File: config.mk
export PLATFORM = sky130hd
export DESIGN_NAME = sub32_pipe_flat
export DESIGN_NICKNAME = d
export VERILOG_FILES = /design/src/rtl/sub32_pkg.sv /design/src/rtl/sub32_pipe_if.sv /design/src/rtl/sub32_pipe_sub_slice.sv /design/src/rtl/sub32_pipe.sv /design/src/flat_wrapper.sv
export SDC_FILE = /design/constraint.sdc
export NUM_CORES = 1
export LEC_CHECK = 0
export CORE_MARGIN = 2
export CORE_UTILIZATION = 46
export CTS_BUF_LIST = sky130_fd_sc_hd__clkbuf_8
export DETAILED_ROUTE_END_ITERATION = 8
export MAX_ROUTING_LAYER = met4
export PLACE_DENSITY = 0.79
export SYNTH_ARGS = -nofsm -noshare
export SYNTH_HDL_FRONTEND = slang
export SYNTH_SLANG_ARGS = --single-unit
File: constraint.sdc
create_clock -name clk -period 5.8 [get_ports clk]
set_input_delay 0.87 -clock clk [delete_from_list [all_inputs] [get_ports clk]]
set_output_delay 0.87 -clock clk [all_outputs]
set_load 0.05 [all_outputs]
File: src/rtl/sub32_pkg.sv
// Shared widths and pipeline-register types for the sub32_pipe subtractor.
// SUB32_PIPE_OVF_EN adds a signed-overflow flag to the result record.
package sub32_pkg;

  localparam int WIDTH_DEF = 32;
  localparam int SPLIT_DEF = 16;

  typedef struct packed {
    logic [WIDTH_DEF-SPLIT_DEF-1:0] hi_a;
    logic [WIDTH_DEF-SPLIT_DEF-1:0] hi_b;
    logic [SPLIT_DEF-1:0]           lo_diff;
    logic                           borrow1;
  } s1_t;

  typedef struct packed {
    logic [WIDTH_DEF-1:0] diff;
    logic                 bout;
`ifdef SUB32_PIPE_OVF_EN
    logic                 ovf;
`endif
  } res_t;

endpackage

File: src/rtl/sub32_pipe_if.sv
// Valid/ready operand and result bus of sub32_pipe.
// SUB32_PIPE_OVF_EN adds the ovf result signal.
interface sub32_pipe_if
  import sub32_pkg::*;
#(
  parameter int WIDTH = WIDTH_DEF
);

  logic             in_valid;
  logic             in_ready;
  logic [WIDTH-1:0] a;
  logic [WIDTH-1:0] b;
  logic             bin;
  logic             out_valid;
  logic             out_ready;
  logic [WIDTH-1:0] diff;
  logic             bout;
`ifdef SUB32_PIPE_OVF_EN
  logic             ovf;
`endif

  modport master (
    output in_valid, a, b, bin, out_ready,
`ifdef SUB32_PIPE_OVF_EN
    input  ovf,
`endif
    input  in_ready, out_valid, diff, bout
  );

  modport slave (
    input  in_valid, a, b, bin, out_ready,
`ifdef SUB32_PIPE_OVF_EN
    output ovf,
`endif
    output in_ready, out_valid, diff, bout
  );

endinterface

File: src/rtl/sub32_pipe_sub_slice.sv
// Combinational N-bit subtract with borrow in and borrow out.
module sub_slice #(
  parameter int N = 16
) (
  input  logic [N-1:0] i_a,
  input  logic [N-1:0] i_b,
  input  logic         i_bin,
  output logic [N-1:0] o_diff,
  output logic         o_bout
);

  logic [N:0] w_full;

  // One extra bit: it goes high exactly when a < b + bin.
  assign w_full = {1'b0, i_a} - {1'b0, i_b} - {{N{1'b0}}, i_bin};
  assign o_diff = w_full[N-1:0];
  assign o_bout = w_full[N];

endmodule

File: src/rtl/sub32_pipe.sv
// Two-stage valid/ready pipelined subtractor: diff = a - b - bin, bout = borrow.
// Defining SUB32_PIPE_OVF_EN adds a registered two's-complement overflow flag.
module sub32_pipe
  import sub32_pkg::*;
#(
  parameter int WIDTH = WIDTH_DEF,
  parameter int SPLIT = SPLIT_DEF
) (
  input logic         clk,
  input logic         rst_n,
  sub32_pipe_if.slave bus
);

  // Pipeline records are typed from the package, so the widths must agree.
  if (WIDTH != WIDTH_DEF || SPLIT != SPLIT_DEF) begin : g_cfg_check
    $error("sub32_pipe: WIDTH/SPLIT must equal the sub32_pkg defaults");
  end

  s1_t  r_s1;
  logic r_s1_valid;
  res_t r_res;
  logic r_s2_valid;

  logic                   w_s2_take;
  logic                   w_s1_take;
  logic                   w_in_fire;
  logic [SPLIT-1:0]       w_lo_diff;
  logic                   w_lo_bout;
  logic [WIDTH-SPLIT-1:0] w_hi_diff;
  logic                   w_hi_bout;
  res_t                   w_res;

  assign w_s2_take = !r_s2_valid || bus.out_ready;
  assign w_s1_take = !r_s1_valid || w_s2_take;
  assign w_in_fire = bus.in_valid && w_s1_take;

  sub_slice #(.N(SPLIT)) u_lo (
    .i_a    (bus.a[SPLIT-1:0]),
    .i_b    (bus.b[SPLIT-1:0]),
    .i_bin  (bus.bin),
    .o_diff (w_lo_diff),
    .o_bout (w_lo_bout)
  );

  sub_slice #(.N(WIDTH-SPLIT)) u_hi (
    .i_a    (r_s1.hi_a),
    .i_b    (r_s1.hi_b),
    .i_bin  (r_s1.borrow1),
    .o_diff (w_hi_diff),
    .o_bout (w_hi_bout)
  );

  always_comb begin
    // NOTE: default the whole record first so no field can infer a latch.
    w_res      = '0;
    w_res.diff = {w_hi_diff, r_s1.lo_diff};
    w_res.bout = w_hi_bout;
`ifdef SUB32_PIPE_OVF_EN
    w_res.ovf  = (r_s1.hi_a[WIDTH-SPLIT-1] != r_s1.hi_b[WIDTH-SPLIT-1]) &&
                 (w_hi_diff[WIDTH-SPLIT-1] != r_s1.hi_a[WIDTH-SPLIT-1]);
`endif
  end

  // NOTE: state updates use <= so every register samples pre-edge values.
  always_ff @(posedge clk) begin
    if (!rst_n) begin
      r_s1_valid <= 1'b0;
      r_s2_valid <= 1'b0;
      // NOTE: data registers are reset too because the result bus must read 0 after reset.
      r_s1       <= '0;
      r_res      <= '0;
    end else begin
      if (w_s1_take) r_s1_valid <= bus.in_valid;
      if (w_in_fire) begin
        r_s1 <= '{hi_a:    bus.a[WIDTH-1:SPLIT],
                  hi_b:    bus.b[WIDTH-1:SPLIT],
                  lo_diff: w_lo_diff,
                  borrow1: w_lo_bout};
      end
      if (w_s2_take) r_s2_valid <= r_s1_valid;
      if (w_s2_take && r_s1_valid) r_res <= w_res;
    end
  end

  assign bus.in_ready  = w_s1_take;
  assign bus.out_valid = r_s2_valid;
  assign bus.diff      = r_res.diff;
  assign bus.bout      = r_res.bout;
`ifdef SUB32_PIPE_OVF_EN
  assign bus.ovf       = r_res.ovf;
`endif

endmodule

File: src/flat_wrapper.sv
// flat-port wrapper written by rule: the top's interface ports become plain ports
module sub32_pipe_flat import sub32_pkg::*;
#(
  parameter int WIDTH = WIDTH_DEF,
  parameter int SPLIT = SPLIT_DEF
)
  (clk, rst_n, bus_in_valid, bus_a, bus_b, bus_bin, bus_out_ready, bus_in_ready, bus_out_valid, bus_diff, bus_bout);
  sub32_pipe_if #(.WIDTH(WIDTH)) bus_i ();
  input logic clk;
  input logic rst_n;
  input wire logic [$bits(bus_i.in_valid)-1:0] bus_in_valid;
  input wire logic [$bits(bus_i.a)-1:0] bus_a;
  input wire logic [$bits(bus_i.b)-1:0] bus_b;
  input wire logic [$bits(bus_i.bin)-1:0] bus_bin;
  input wire logic [$bits(bus_i.out_ready)-1:0] bus_out_ready;
  output wire logic [$bits(bus_i.in_ready)-1:0] bus_in_ready;
  output wire logic [$bits(bus_i.out_valid)-1:0] bus_out_valid;
  output wire logic [$bits(bus_i.diff)-1:0] bus_diff;
  output wire logic [$bits(bus_i.bout)-1:0] bus_bout;
  assign bus_i.in_valid = bus_in_valid;
  assign bus_i.a = bus_a;
  assign bus_i.b = bus_b;
  assign bus_i.bin = bus_bin;
  assign bus_i.out_ready = bus_out_ready;
  assign bus_in_ready = bus_i.in_ready;
  assign bus_out_valid = bus_i.out_valid;
  assign bus_diff = bus_i.diff;
  assign bus_bout = bus_i.bout;
  sub32_pipe #(.WIDTH(WIDTH), .SPLIT(SPLIT)) u_core (.clk(clk), .rst_n(rst_n), .bus(bus_i));
endmodule
# Word-level counts from Yosys, hierarchy flattened
# Index checks and enable logic that the tools add are counted.
[classes]
n_reduce_logical = 6
n_addsub = 4
[ops]
columns = ["op", "n"]
rows = [
  ["subtractor 16 x 16 -> 17 bit", 2],
  ["subtractor 17 x 1 -> 17 bit", 2],
  ["logical AND 1 bit", 2],
  ["zero test 1 bit", 2],
  ["logical OR 1 bit", 2],
]
[word_totals]
input_bits = 69
output_inout_bits = 35
wordCells = 18
regBits = 84

# Longest topological paths before layout
[depth]
ltp_word = 4
mapped_depth = 11
mapped_depth_nobuf = 10

# Cells and area by module
# Synthesis repeated with hierarchy kept, for this count alone.
[hier_totals]
cells_unflattened = 717
hier_area_um2 = 5621.6
[by_module_without_submodules]
columns = ["module", "n_inst", "area_each_um2", "seq_area_each_um2", "cells_each"]
rows = [
  ["sub32_pipe", 1, 3255.6, 1681.6, 373],
  ["sub_slice at u_core.u_hi", 1, 1224.9, 0.0, 174],
  ["sub_slice at u_core.u_lo", 1, 1141.1, 0.0, 170],
]

# Least setup slack after synthesis
# Ideal clock, no wire load.
[synth_timing]
kind = "input to register"
from = "input port bus_bin"
to = "register u_core.r_s1[14] in the netlist's numbering"
setup_time_ns = 0.128
setup_slack_ns = 3.025
stages = 10
t_arrival_ns = 2.648
required_time_ns = 5.672
path_buffers = 0
path_cell_list = "inv_1 -> fa_1 -> inv_1 -> ha_1 -> o21ai_1 -> a32o_1 -> o31ai_1 -> or3_1 -> a31oi_1 -> nor2_1"
[synth_between]
elab_chain_len = 1
[synth_lines]
columns = ["element", "line", "text"]
rows = [
  ["start: declaration", "flat_wrapper.sv:14", "input wire logic [$bits(bus_i.bin)-1:0] bus_bin;"],
  ["subtractor 17 x 1 -> 17 bit", "sub32_pipe_sub_slice.sv:15", "assign w_full = {1'b0, i_a} - {1'b0, i_b} - {{N{1'b0}}, i_bin};"],
  ["end signal: assignment", "sub32_pipe.sv:75", "r_s1 <= '{hi_a: bus.a[WIDTH-1:SPLIT],"],
  ["end: declaration", "sub32_pipe.sv:19", "s1_t r_s1;"],
]
# No other way between the ends.
# A chain may end at the register's enable or synchronous reset.

# Worst setup path in the final report
[layout_timing]
from = "input port bus_out_ready"
to = "output port bus_in_ready"
[layout_between]
elab_chain_len = 2
[layout_lines]
columns = ["element", "line", "text"]
rows = [
  ["start: declaration", "flat_wrapper.sv:15", "input wire logic [$bits(bus_i.out_ready)-1:0] bus_out_ready;"],
  ["logical OR 1 bit", "sub32_pipe.sv:33", "assign w_s2_take = !r_s2_valid || bus.out_ready;"],
  ["logical OR 1 bit", "sub32_pipe.sv:34", "assign w_s1_take = !r_s1_valid || w_s2_take;"],
  ["end: declaration", "flat_wrapper.sv:16", "output wire logic [$bits(bus_i.in_ready)-1:0] bus_in_ready;"],
]
# No other way between the ends.

==> impl_metrics.toml <==
[cells_and_area]
area_growth_pct = 26.8
multiInputGateArea_mm2 = 0.00302
nFillCells = 1018
nets = 899
final_cell_area_mm2 = 0.00659
layout-drive-gt1-share_pct = 4.15
fin_util_pct = 60.3
seq_area_mm2 = 0.00168
num_antenna_cells = 0
finalNonFillerCells = 911

[synthesis]
yosysMostFrequentCell = "nand2_1"
syn_inst = 681
synth-main-ff-cell = "dfxtp_1"
synthTopCellsByArea = "dfxtp_1 (32%), ha_1 (14%), nand2_1 (9.5%), a21oi_1 (7.9%), inv_1 (7.2%)"
synthTopCellsByCount = "nand2_1 (131), inv_1 (100), dfxtp_1 (84)"
ys_warn_count = 0
async_flop_share_pct = 0
synthesis.area_mm2 = 0.00520
synth_edf_count = 0
ys_ff_latch = 84
synth_fp_nets = 814
seq_area_frac_synth_pct = 32.3
yosysTopAreaCell = "dfxtp_1"
postSynthAreaPerCell_um2 = 7.63
ys_types = 63
synth_top_cell_area_share_pct = 32.3

[detailed_routing]
drt_first_pass_iters = 4
remaining_drc_errors = 0
drt_iter0_drc = 229
drt-vias-per-instance = 5.19
ant_nets = 0
num_vias = 4727
drt-total-wl_mm = 12.7
routedWlPerCell_um = 14.0

[cts]
cts_tree = "yes"
hold_buffers = 0
postCtsSetupRepairBufs = 0
cts_resized = 0
cts_buffers = 9
clock_sinks = 84
cts_htree_levels = 3
insertion_delay_ns = 0.36
clkTransAtPathRegs_ns = 0.09
cts_buffer_depth = 2
root_buffer = "clkbuf_8"

[power]
p_total_mw = 1.85
p_per_area_mw_per_mm2 = 281
p_leak_nw = 2.84
peakVddDrop_v = 0.000137

[job]
maxCapViolations = 0

[die]
die_area_mm2 = 0.0122
core.rowCount = 38
io_pins = 104
core_mm2 = 0.0109
die_w_um = 110
start_util_pct = 47.5
die_h_um = 110

[critical_path]
cpMostUsedCell = "clkdlybuf4s50_1"
max_stage_delay_ns = 0.72
cp_cell_sequence = "clkdlybuf4s50_1 -> nor2b_1 -> nand2_1 -> clkdlybuf4s50_1"
ff2ff_path_depth = 9
slowest_stage = "clkdlybuf4s50_1"
crit_type = "input pin to output port"
cp-startpoint = "bus_out_ready"
worstSetupEndpointType = "output port"
worstPathArrival_ns = 2.43
worst_setup_path_start_kind = "input pin"
cp_max_fo = 5
reg2reg_slack_ns = 3.17
reg2reg_from = "u_core.r_s1[0]"
cp.required_ns = 4.93

[timing]
finalSetupViolations = 0
period_needed_ns = 3.30
hold_ws_ns = 0.456
slew_violations = 0
hold_viol_final = 0
fmax_mhz = 303
worst_slack_ns = 2.50
finalSetupTns_ns = 0
worstMarginPinSlew_ns = 1.23
slew_headroom_pct = 18.0
rsz0062_at_grt = "no"
clock_skew_ns = 0.00833
final.period_utilization_pct = 56.9

[worst_hold_path]
min_path_cells = 2
hold_start = "u_core.r_s1[6]"
min_path_type = "flip-flop to flip-flop"

[placement]
dp_hpwl_mm = 9.53
port_buffers = 103
dp_cells = 895
placed_area_mm2 = 0.00630
gp_congestion = 0.877
place_ws_ns = 2.33

[status]
outcome = "finished, final reports clean"

[global_routing]
antenna_found_initial = 0
grtUsageTotal_pct = 22.6
grt_pass1_vias = 4457
grt_pass1_wl_mm = 21.1
grt_overflow = 0
grt_start_max_net_pins = 50
## kinds of logic after synthesis
logic type / after synthesis / share of synthesized area [%]
buffers and inverters: 132 / 9.68
DFF: 84 / 32.3
AOI/OAI and AO/OA: 164 / 19.6
adders and majority gates: 64 / 16.0
and+or+nand+nor: 210 / 17.7
xor gates and xnor gates: 20 / 3.37
muxes: 7 / 1.40
## critical path: cells and delay by family
family,cells,cell delay (ns)
simple gates,2,0.45
buf+inv,2,1.12
## final cells by class
class / count / share of cell area [%]
multi-input combinational: 465 / 45.8
sequential: 84 / 25.5
timing repair buffer: 106 / 16.0
inverter: 100 / 5.70
tap: 140 / 2.66
clock inverter: 7 / 2.47
clock buffer: 9 / 1.88
## power breakdown
part	internal, mW	switching, mW	leakage [nW]	total (mW)
logic	0.253	0.348	2.01	0.602
registers	0.623	0.0262	0.690	0.650
clock network	0.373	0.225	0.145	0.598
## flip-flops by register name, summed over array words and instances, names as in the netlist
register / flops
u_core.bus.out_valid: 1
u_core.r_s1: 49
u_core.r_s1_valid: 1
u_core.bus.bout: 1
u_core.bus.diff: 32
## layer usage
metal | global-route usage (%) | share of wire (%)
met5 | - | 0
met4 | 6.52 | 0.91
met3 | 2.41 | 4.4
met2 | 33.9 | 44
met1 | 32.3 | 51
## placed cells by master, fill, tap and decap left out, types with 13 or more instances in the layout
cell	netlist	routed
xnor2_1	13	13
nor2_1	29	29
nand3_1	13	13
ha_1	60	60
a21oi_1	82	82
nand2_1	131	131
clkdlybuf4s50_1	0	103
dfxtp_1	84	84
inv_1	100	100
o21ai_0	19	19
## path summary, 6_finish.rpt
| path | endpoint |
|---|---|
| max | bus_in_ready |
| min | u_core.bus.diff[5] |
| max reg2reg | u_core.bus.diff[27] |
| min reg2reg | u_core.bus.diff[5] |
No activity file was read; power rests on OpenSTA's default activity.
